===== src/rtl/alu_arbiter.sv =====
// alu_arbiter: shares one combinational 16-bit ALU between two requesters.
// A request is granted in IDLE and its operands are latched into a one-deep
// issue register. The ALU is driven for one cycle (EXEC). The result is then
// returned on the granted requester's valid/ready response channel (RESP).
// Each requester owns an {N,Z,V} flag register. The flag register is updated
// through a per-op mask, not by passing the ALU flags straight through.
// Optional feature macro: ALU_ARB_RR_EN selects round-robin tie-breaking.
// When the macro is undefined, requester 0 has fixed priority.
// Opcode values mirror the ALU_* / major-opcode constants of defines.v.
module alu_arbiter (
   input  logic        clk,
   input  logic        rst_n,
   input  logic        req0_valid,
   output logic        req0_ready,
   input  logic [3:0]  req0_op,
   input  logic [15:0] req0_src0,
   input  logic [15:0] req0_src1,
   input  logic [3:0]  req0_shamt,
   input  logic [15:0] req0_instr,
   input  logic        req1_valid,
   output logic        req1_ready,
   input  logic [3:0]  req1_op,
   input  logic [15:0] req1_src0,
   input  logic [15:0] req1_src1,
   input  logic [3:0]  req1_shamt,
   input  logic [15:0] req1_instr,
   output logic [15:0] alu_src0,
   output logic [15:0] alu_src1,
   output logic [3:0]  alu_op,
   output logic [3:0]  alu_shamt,
   output logic [15:0] alu_instr,
   output logic [2:0]  alu_flags_in,
   input  logic [15:0] alu_dst,
   input  logic        alu_n,
   input  logic        alu_z,
   input  logic        alu_v,
   output logic        rsp0_valid,
   input  logic        rsp0_ready,
   output logic [15:0] rsp0_data,
   output logic        rsp1_valid,
   input  logic        rsp1_ready,
   output logic [15:0] rsp1_data,
   output logic [2:0]  flags0,
   output logic [2:0]  flags1
);

   localparam logic [3:0] ALU_ADD = 4'h0;
   localparam logic [3:0] ALU_SUB = 4'h1;
   localparam logic [3:0] ALU_AND = 4'h2;
   localparam logic [3:0] ALU_NOR = 4'h3;
   localparam logic [3:0] ALU_SLL = 4'h4;
   localparam logic [3:0] ALU_SRL = 4'h5;
   localparam logic [3:0] ALU_SRA = 4'h6;
   localparam logic [3:0] ALU_NOP = 4'h8;

   localparam logic [3:0] LW  = 4'h8;
   localparam logic [3:0] SW  = 4'h9;
   localparam logic [3:0] LLB = 4'hA;
   localparam logic [3:0] B   = 4'hC;
   localparam logic [3:0] JAL = 4'hD;
   localparam logic [3:0] JR  = 4'hE;

   typedef enum logic [1:0] {IDLE, EXEC, RESP} state_t;

   state_t      stateReg, stateNext;
   logic        accept;
   logic        grantPick;
   logic        tiePick;
   logic        rspReadySel;
   logic        grantReg;
   logic [3:0]  opReg, shamtReg;
   logic [15:0] src0Reg, src1Reg, instrReg, resultReg;
   logic [2:0]  flagsUpd;
   logic        addrAdd;

`ifdef ALU_ARB_RR_EN
   logic        lastGrantReg;

   // Tie goes to the requester that was not granted last time.
   always_comb begin
      tiePick = ~lastGrantReg;
   end

   // Remember the last grant. The reset value makes requester 0 win the first tie.
   always_ff @(posedge clk or negedge rst_n) begin
      if (!rst_n)
         lastGrantReg <= 1'b1;
      else if (accept)
         lastGrantReg <= grantPick;
   end
`else
   // Fixed priority: requester 0 always wins a tie.
   always_comb begin
      tiePick = 1'b0;
   end
`endif

   // Grant selection. If only one requester is valid, it wins.
   always_comb begin
      grantPick = (req0_valid & req1_valid) ? tiePick : req1_valid;
   end

   // State register.
   always_ff @(posedge clk or negedge rst_n) begin
      if (!rst_n)
         stateReg <= IDLE;
      else
         stateReg <= stateNext;
   end

   // Next-state logic and accept pulses.
   always_comb begin
      stateNext   = stateReg;
      accept      = 1'b0;
      rspReadySel = grantReg ? rsp1_ready : rsp0_ready;
      case (stateReg)
         IDLE: begin
            if (req0_valid | req1_valid) begin
               accept    = 1'b1;
               stateNext = EXEC;
            end
         end
         EXEC: stateNext = RESP;
         RESP: begin
            if (rspReadySel)
               stateNext = IDLE;
         end
         default: stateNext = IDLE;
      endcase
      req0_ready = accept & ~grantPick;
      req1_ready = accept & grantPick;
   end

   // Issue register: sampled only on the accept cycle. It holds its value
   // afterwards, so the ALU inputs keep the last issued operation while in IDLE.
   always_ff @(posedge clk or negedge rst_n) begin
      if (!rst_n) begin
         grantReg <= 1'b0;
         opReg    <= '0;
         shamtReg <= '0;
         src0Reg  <= '0;
         src1Reg  <= '0;
         instrReg <= '0;
      end else if (accept) begin
         grantReg <= grantPick;
         opReg    <= grantPick ? req1_op    : req0_op;
         shamtReg <= grantPick ? req1_shamt : req0_shamt;
         src0Reg  <= grantPick ? req1_src0  : req0_src0;
         src1Reg  <= grantPick ? req1_src1  : req0_src1;
         instrReg <= grantPick ? req1_instr : req0_instr;
      end
   end

   // Result capture at the end of EXEC. The ALU output is ignored for NOP.
   always_ff @(posedge clk or negedge rst_n) begin
      if (!rst_n)
         resultReg <= '0;
      else if (stateReg == EXEC)
         resultReg <= (opReg == ALU_NOP) ? 16'h0000 : alu_dst;
   end

   // Flag update mask. An ADD used for address/link computation leaves the flags alone.
   always_comb begin
      addrAdd  = (instrReg[15:12] == JAL) || (instrReg[15:12] == JR) ||
                 (instrReg[15:12] == LLB) || (instrReg[15:12] == LW) ||
                 (instrReg[15:12] == SW)  || (instrReg[15:12] == B);
      flagsUpd = alu_flags_in;
      case (opReg)
         ALU_ADD: begin
            if (!addrAdd)
               flagsUpd = {alu_n, alu_z, alu_v};
         end
         ALU_SUB: flagsUpd = {alu_n, alu_z, alu_v};
         ALU_AND, ALU_NOR, ALU_SLL, ALU_SRL, ALU_SRA: flagsUpd[1] = alu_z;
         default: flagsUpd = alu_flags_in;
      endcase
   end

   // Per-requester flag registers. Only the granted one is written, and only in EXEC.
   for (genvar gi = 0; gi < 2; gi++) begin : gFlag
      logic [2:0] flagsReg;
      always_ff @(posedge clk or negedge rst_n) begin
         if (!rst_n)
            flagsReg <= 3'b000;
         else if ((stateReg == EXEC) && (grantReg == gi[0]))
            flagsReg <= flagsUpd;
      end
   end

   // ALU drive, response channels and flag outputs.
   always_comb begin
      alu_src0     = src0Reg;
      alu_src1     = src1Reg;
      alu_op       = opReg;
      alu_shamt    = shamtReg;
      alu_instr    = instrReg;
      alu_flags_in = grantReg ? gFlag[1].flagsReg : gFlag[0].flagsReg;
      rsp0_valid   = (stateReg == RESP) & ~grantReg;
      rsp1_valid   = (stateReg == RESP) & grantReg;
      rsp0_data    = rsp0_valid ? resultReg : 16'h0000;
      rsp1_data    = rsp1_valid ? resultReg : 16'h0000;
      flags0       = gFlag[0].flagsReg;
      flags1       = gFlag[1].flagsReg;
   end

endmodule


===== config.mk =====
export PLATFORM = sky130hd
export DESIGN_NAME = alu_arbiter
export DESIGN_NICKNAME = d
export VERILOG_FILES = /design/src/rtl/alu_arbiter.sv
export SDC_FILE = /design/constraint.sdc
export NUM_CORES = 1
export LEC_CHECK = 0
export ABC_CLOCK_PERIOD_IN_PS = 2000
export CAP_MARGIN = 30
export CORE_ASPECT_RATIO = 0.7
export CORE_MARGIN = 4
export CORE_UTILIZATION = 36
export DETAILED_ROUTE_END_ITERATION = 8
export GPL_TIMING_DRIVEN = 0
export PLACE_DENSITY_LB_ADDON = 0.25
export SYNTH_ARGS = -nofsm -noshare
export SYNTH_HDL_FRONTEND = slang
export SYNTH_SLANG_ARGS = --single-unit

===== constraint.sdc =====
create_clock -name clk -period 2 [get_ports clk]
set_clock_uncertainty 0.15 [all_clocks]
set_input_delay 0.2 -clock clk [delete_from_list [all_inputs] [get_ports clk]]
set_output_delay 0.2 -clock clk [all_outputs]
set_load 0.1 [all_outputs]

# Yosys cells after proc, flatten, opt, wreduce, memory -nomap -nowiden
# Cells that the tools add are included.
dict set report totals {
  ff_bits 81
  latchBits 0
  mem_bits_rw 0
  romBits 0
  in_bits 137
  output_inout_bits 101
  wordCells 66
  n_memories 0
}
dict set report op_classes {
  addsub 0
  mul 0
  n_div 0
  n_lt_le_gt_ge 0
  n_eq_ne 17
  n_shift 0
  n_mux 20
  bitwise_logic 8
  n_reduce_logical 11
}
# op n
set op_table {}
lappend op_table {{$mux W16} 6}
lappend op_table {{$eq A4 B4 Y1 const B} 7}
lappend op_table {{$eq A4 B3 Y1 const B} 3}
lappend op_table {{$eq A4 B2 Y1 const B} 2}
lappend op_table {{$mux W4} 2}
lappend op_table {{$mux W3} 2}
lappend op_table {{$pmux W1 S2} 3}
lappend op_table {{$pmux W2 S3} 1}
lappend op_table {{$reduce_or A6 Y1} 1}
lappend op_table {{$and A1 B1 Y1} 5}
lappend op_table {{$logic_or A1 B1 Y1} 5}
lappend op_table {{$eq A4 B1 Y1 const B} 1}
lappend op_table {{$logic_not A4 Y1} 1}
lappend op_table {{$mux W1} 4}
lappend op_table {{$mux W2} 2}
lappend op_table {{$ne A2 B2 Y1 const B} 2}
lappend op_table {{$eq A2 B1 Y1 const B} 1}
lappend op_table {{$eq A2 B2 Y1 const B} 1}
lappend op_table {{$logic_and A1 B1 Y1} 2}
lappend op_table {{$logic_not A2 Y1} 1}
lappend op_table {{$not A1 Y1} 2}
lappend op_table {{$reduce_and A2 Y1} 1}
lappend op_table {{$or A1 B1 Y1} 1}

# Longest topological paths before layout
dict set report depth {
  ltp_word 8
  ltp_mapped 7
  mapped_depth_nobuf 4
}

# Least setup slack after synthesis
# OpenSTA, ideal clock, no wires.
dict set report synth_path {
  kind {register -> output}
  start {register stateReg[0]}
  end {output rsp1_data[0]}
  t_arrival_ns 2.647
  t_required_ns 1.650
  path_slack_ns -0.997
  path_stages_with_launch 5
  n_path_buf 1
  cell_sequence {dfrtp_1 -> nand2b_1 -> nor2_1 -> clkbuf_1 -> and2_1}
}
dict set report synth_between {
  elab_chain_len 3
}
# element line_no
set synth_lines {}
lappend synth_lines {{start: declaration} 65} ;# state_t stateReg, stateNext;
lappend synth_lines {{start signal: assignment} 108} ;# stateReg <= stateNext;
lappend synth_lines {{$eq A2 B2 Y1} 199} ;# rsp1_valid = (stateReg == RESP) & grantReg;
lappend synth_lines {{$and A1 B1 Y1} 199}
lappend synth_lines {{net rsp1_valid} 40} ;# output logic rsp1_valid,
lappend synth_lines {{$mux W16} 201} ;# rsp1_data = rsp1_valid ? resultReg : 16'h0000;
lappend synth_lines {{end: declaration} 42} ;# output logic [15:0] rsp1_data,
# The timed path passes the listed nets, and every way through them passes these cells.

# Worst setup path after layout
dict set report layout_path {
  start {register stateReg[0]}
  end {output rsp1_data[10]}
}
dict set report layout_between {
  elab_chain_len 3
}
# element line_no
set layout_lines {}
lappend layout_lines {{$eq A2 B2 Y1} 199}
lappend layout_lines {{$and A1 B1 Y1} 199}
lappend layout_lines {{$mux W16} 201}
# No other way between the ends.

==> run_results.csv <==
group,metric,value,unit
finish,seqCellArea,2050,µm²
finish,layout_common_cells,"clkdlybuf4s50_1, dfrtp_1, inv_1",
job,cap_violations,0,
floorplanning,dieHeight,90.7,µm
clocking,clock_path_buffers,2,
finish,final_nets,697,
timing,slew_headroom,32.5,%
critical_path,start_kind,"flop",
timing,report.final.slew_viol_count,0,
global_routing,grt_remaining_overflow,0,
synth,syn_nets,439,
clocking,cts_tree,"yes",
global_routing,grtUsageTotal,24.2,%
synth,yosysSeqAreaShare,57.7,%
floorplanning,placementRows,29,
timing,fmax,0.497,GHz
synth,syn_inst,302,
finish,area_delta_synth_final,95.2,%
route,dr_total_vias,3738,
critical_path,max_stage_delay,430,ps
timing,min_period,2010,ps
outcome,violations,"setup timing",
route,drtIter0Drc,385,
route,firstDrtPassIters,8,
timing,fin_ws,-11.2,ps
clocking,htreeDepth,3,
global_routing,grt_pass1_vias,4028,
route,wire_per_inst,21.3,µm
timing,setup_violations,5,
placed_design,place.gp.congestion,0.834,
timing,fin_crit_sh,101,%
outcome,status,"finished, violations left",
finish,multi_input_area,1250,µm²
global_routing,antenna_found_initial,0,
synth,syn_area,3510,µm²
placed_design,dp_hpwl,10500,µm
synth,synth.ff_latch_count,81,
floorplanning,dieWidth,126,µm
timing,tightest_slew,1020,ps
critical_path,crit_path_end_kind,"output pin",
placed_design,numPortBuffers,237,
finish,drive_gt1_share,22.3,%
route,wirelength,14700,µm
floorplanning,dieArea,11400,µm²
route,via_per_inst,5.43,
timing,finalHoldViolCount,0,
clocking,cts_buffers,9,
critical_path,worstPathArrival,1660,ps
placed_design,dp.cells,666,
finish,fillCellCount,647,
synth,synth_cell_types,25,
critical_path,required,1650,ps
timing,rsz0062_at_grt,"true",
floorplanning,coreArea,9290,µm²
route,drc,0,
clocking,clkSinkCount,81,
finish,final_common_cell,"clkdlybuf4s50_1",
critical_path,crit_chain,"nand2b_4, nor2_4, clkbuf_16, and2_4, buf_12",
critical_path,crit_fanout,5,
clocking,clockRootBuffer,"clkbuf_16",
global_routing,grt_pass1_wl,21800,µm
critical_path,cp_slowest_cell,"dfrtp_2",
finish,fin_cells,688,
critical_path,worstSetupPathType,"flop to output pin",
clocking,clk_pin_slew,60,ps
placed_design,dpl_cell_area,6190,µm²
finish,antenna_cells,0,
clocking,clk_latency,320,ps
synth,syn_area_per_cell,11.6,µm²
floorplanning,io_pins,238,
synth,yosysWarnings,0,
finish,fin_area,6860,µm²
global_routing,grt_max_degree,43,
route,ant_nets,0,
floorplanning,initial_core_util,37.8,%
worst_hold_path,hold_class,"input port to async pin",
-- metrics by stage --
| stage | setup slack, ps | hold WS [ps] | TNS, ps | utilization, % |
|---|---|---|---|---|
| 5_1_grt | -65.4 | 312 | -716 | 73.8 |
| 3_3_place_gp | -2850 | 322 | -222130 | 65.8 |
| 4_1_cts | -65.3 | 275 | -629 | 72.3 |
| 3_5_place_dp | -1010 | 66.9 | -38630 | 66.6 |
| 2_1_floorplan | -89.6 | -246 | -89.6 | - |
| 6_report | -11.2 | 262 | -39.5 | 73.8 |
-- area by class of cell --
class | count | share of cell area (%)
inverter | 59 | 3.23
tap | 124 | 2.26
timing repair buffer | 247 | 39.2
multi-input combinational | 138 | 18.3
clock buffer | 13 | 3.94
clock inverter | 2 | 0.876
buffer | 24 | 2.35
sequential | 81 | 29.8
-- cells by family after synthesis --
| logic type | count (synthesis) | synth area share, % |
|---|---|---|
| buffers and inverters | 84 | 9.65 |
| DFF | 81 | 57.7 |
| AOI/OAI and AO/OA | 78 | 21.1 |
| and+or+nand+nor | 49 | 8.33 |
| muxes | 10 | 3.20 |
-- synth_stat cells --
master	count	share of area [%]
a2111oi_0	1	0.25
a21oi_1	1	0.14
a222oi_1	56	16
a22o_1	16	4.0
a31oi_1	1	0.18
a31oi_2	1	0.36
and2_1	33	5.9
and3_1	2	0.36
buf_1	3	0.32
buf_2	7	1.0
buf_6	2	0.64
clkbuf_1	13	1.4
dfrtp_1	81	58
inv_1	59	6.3
mux2_1	4	1.3
mux2_2	6	1.9
nand2_1	1	0.11
nand2b_1	2	0.36
nand3_1	1	0.14
nand4_1	2	0.36
nor2_1	5	0.53
nor2b_1	2	0.36
nor4b_1	1	0.25
o21ai_0	1	0.14
o21ai_1	1	0.14
-- worst max-delay path: cells and delay by family (launching register included) --
| family | cells | cell delay (ps) |
|---|---|---|
| buf+inv | 2 | 340 |
| flops | 1 | 430 |
| simple gates | 3 | 550 |
-- layer usage --
metal / vias to the layer above / share of wire [%] / global-route usage [%]
met5: - / 0 / 0
met4: 0 / 2.6 / 7.86
met3: 27 / 10 / 10.3
met2: 212 / 50 / 41.8
met1: 1852 / 37 / 27.1
li1: 1647 / - / -
-- repair_timing --
action / 4_1_cts / 5_1_grt
hold buffers: 1 / 0
pin swaps: 14 / 3
resized for setup: 380 / 32
setup endpoints to repair: 103 / 74
hold endpoints to repair: 39 / 0
buffers inserted: 2 / 3
gates cloned: 0 / 2
-- registers in the layout, summed over array words and instances (netlist names) --
register and cells:
alu_src1 16, alu_instr 16, flags0 3, flags1 3
stateReg 2, alu_op 4, alu_src0 16, alu_shamt 4
grantReg 1, resultReg 16
-- final timing paths --
path                                      startpoint                        end  slack (ps)  depth (start not counted)
hold / removal                                 rst_n      flags0[2]$_DFFE_PN0P_         260                          2
setup reg to reg           alu_instr[15]$_DFFE_PN0P_      flags1[0]$_DFFE_PN0P_         100                          4
max in group asynchronous                      rst_n  alu_instr[15]$_DFFE_PN0P_         800                          3
hold reg to reg              alu_src0[2]$_DFFE_PN0P_    alu_src0[2]$_DFFE_PN0P_         340                          2
min in group clk                          alu_dst[9]   resultReg[9]$_DFFE_PN0N_         320                          2
setup / recovery             stateReg[0]$_DFFE_PN0P_              rsp1_data[10]         -10                          5
Power is left out: the tool's default activity adds up to more than one toggle a clock period on the data nets, which glitch-free logic cannot reach.
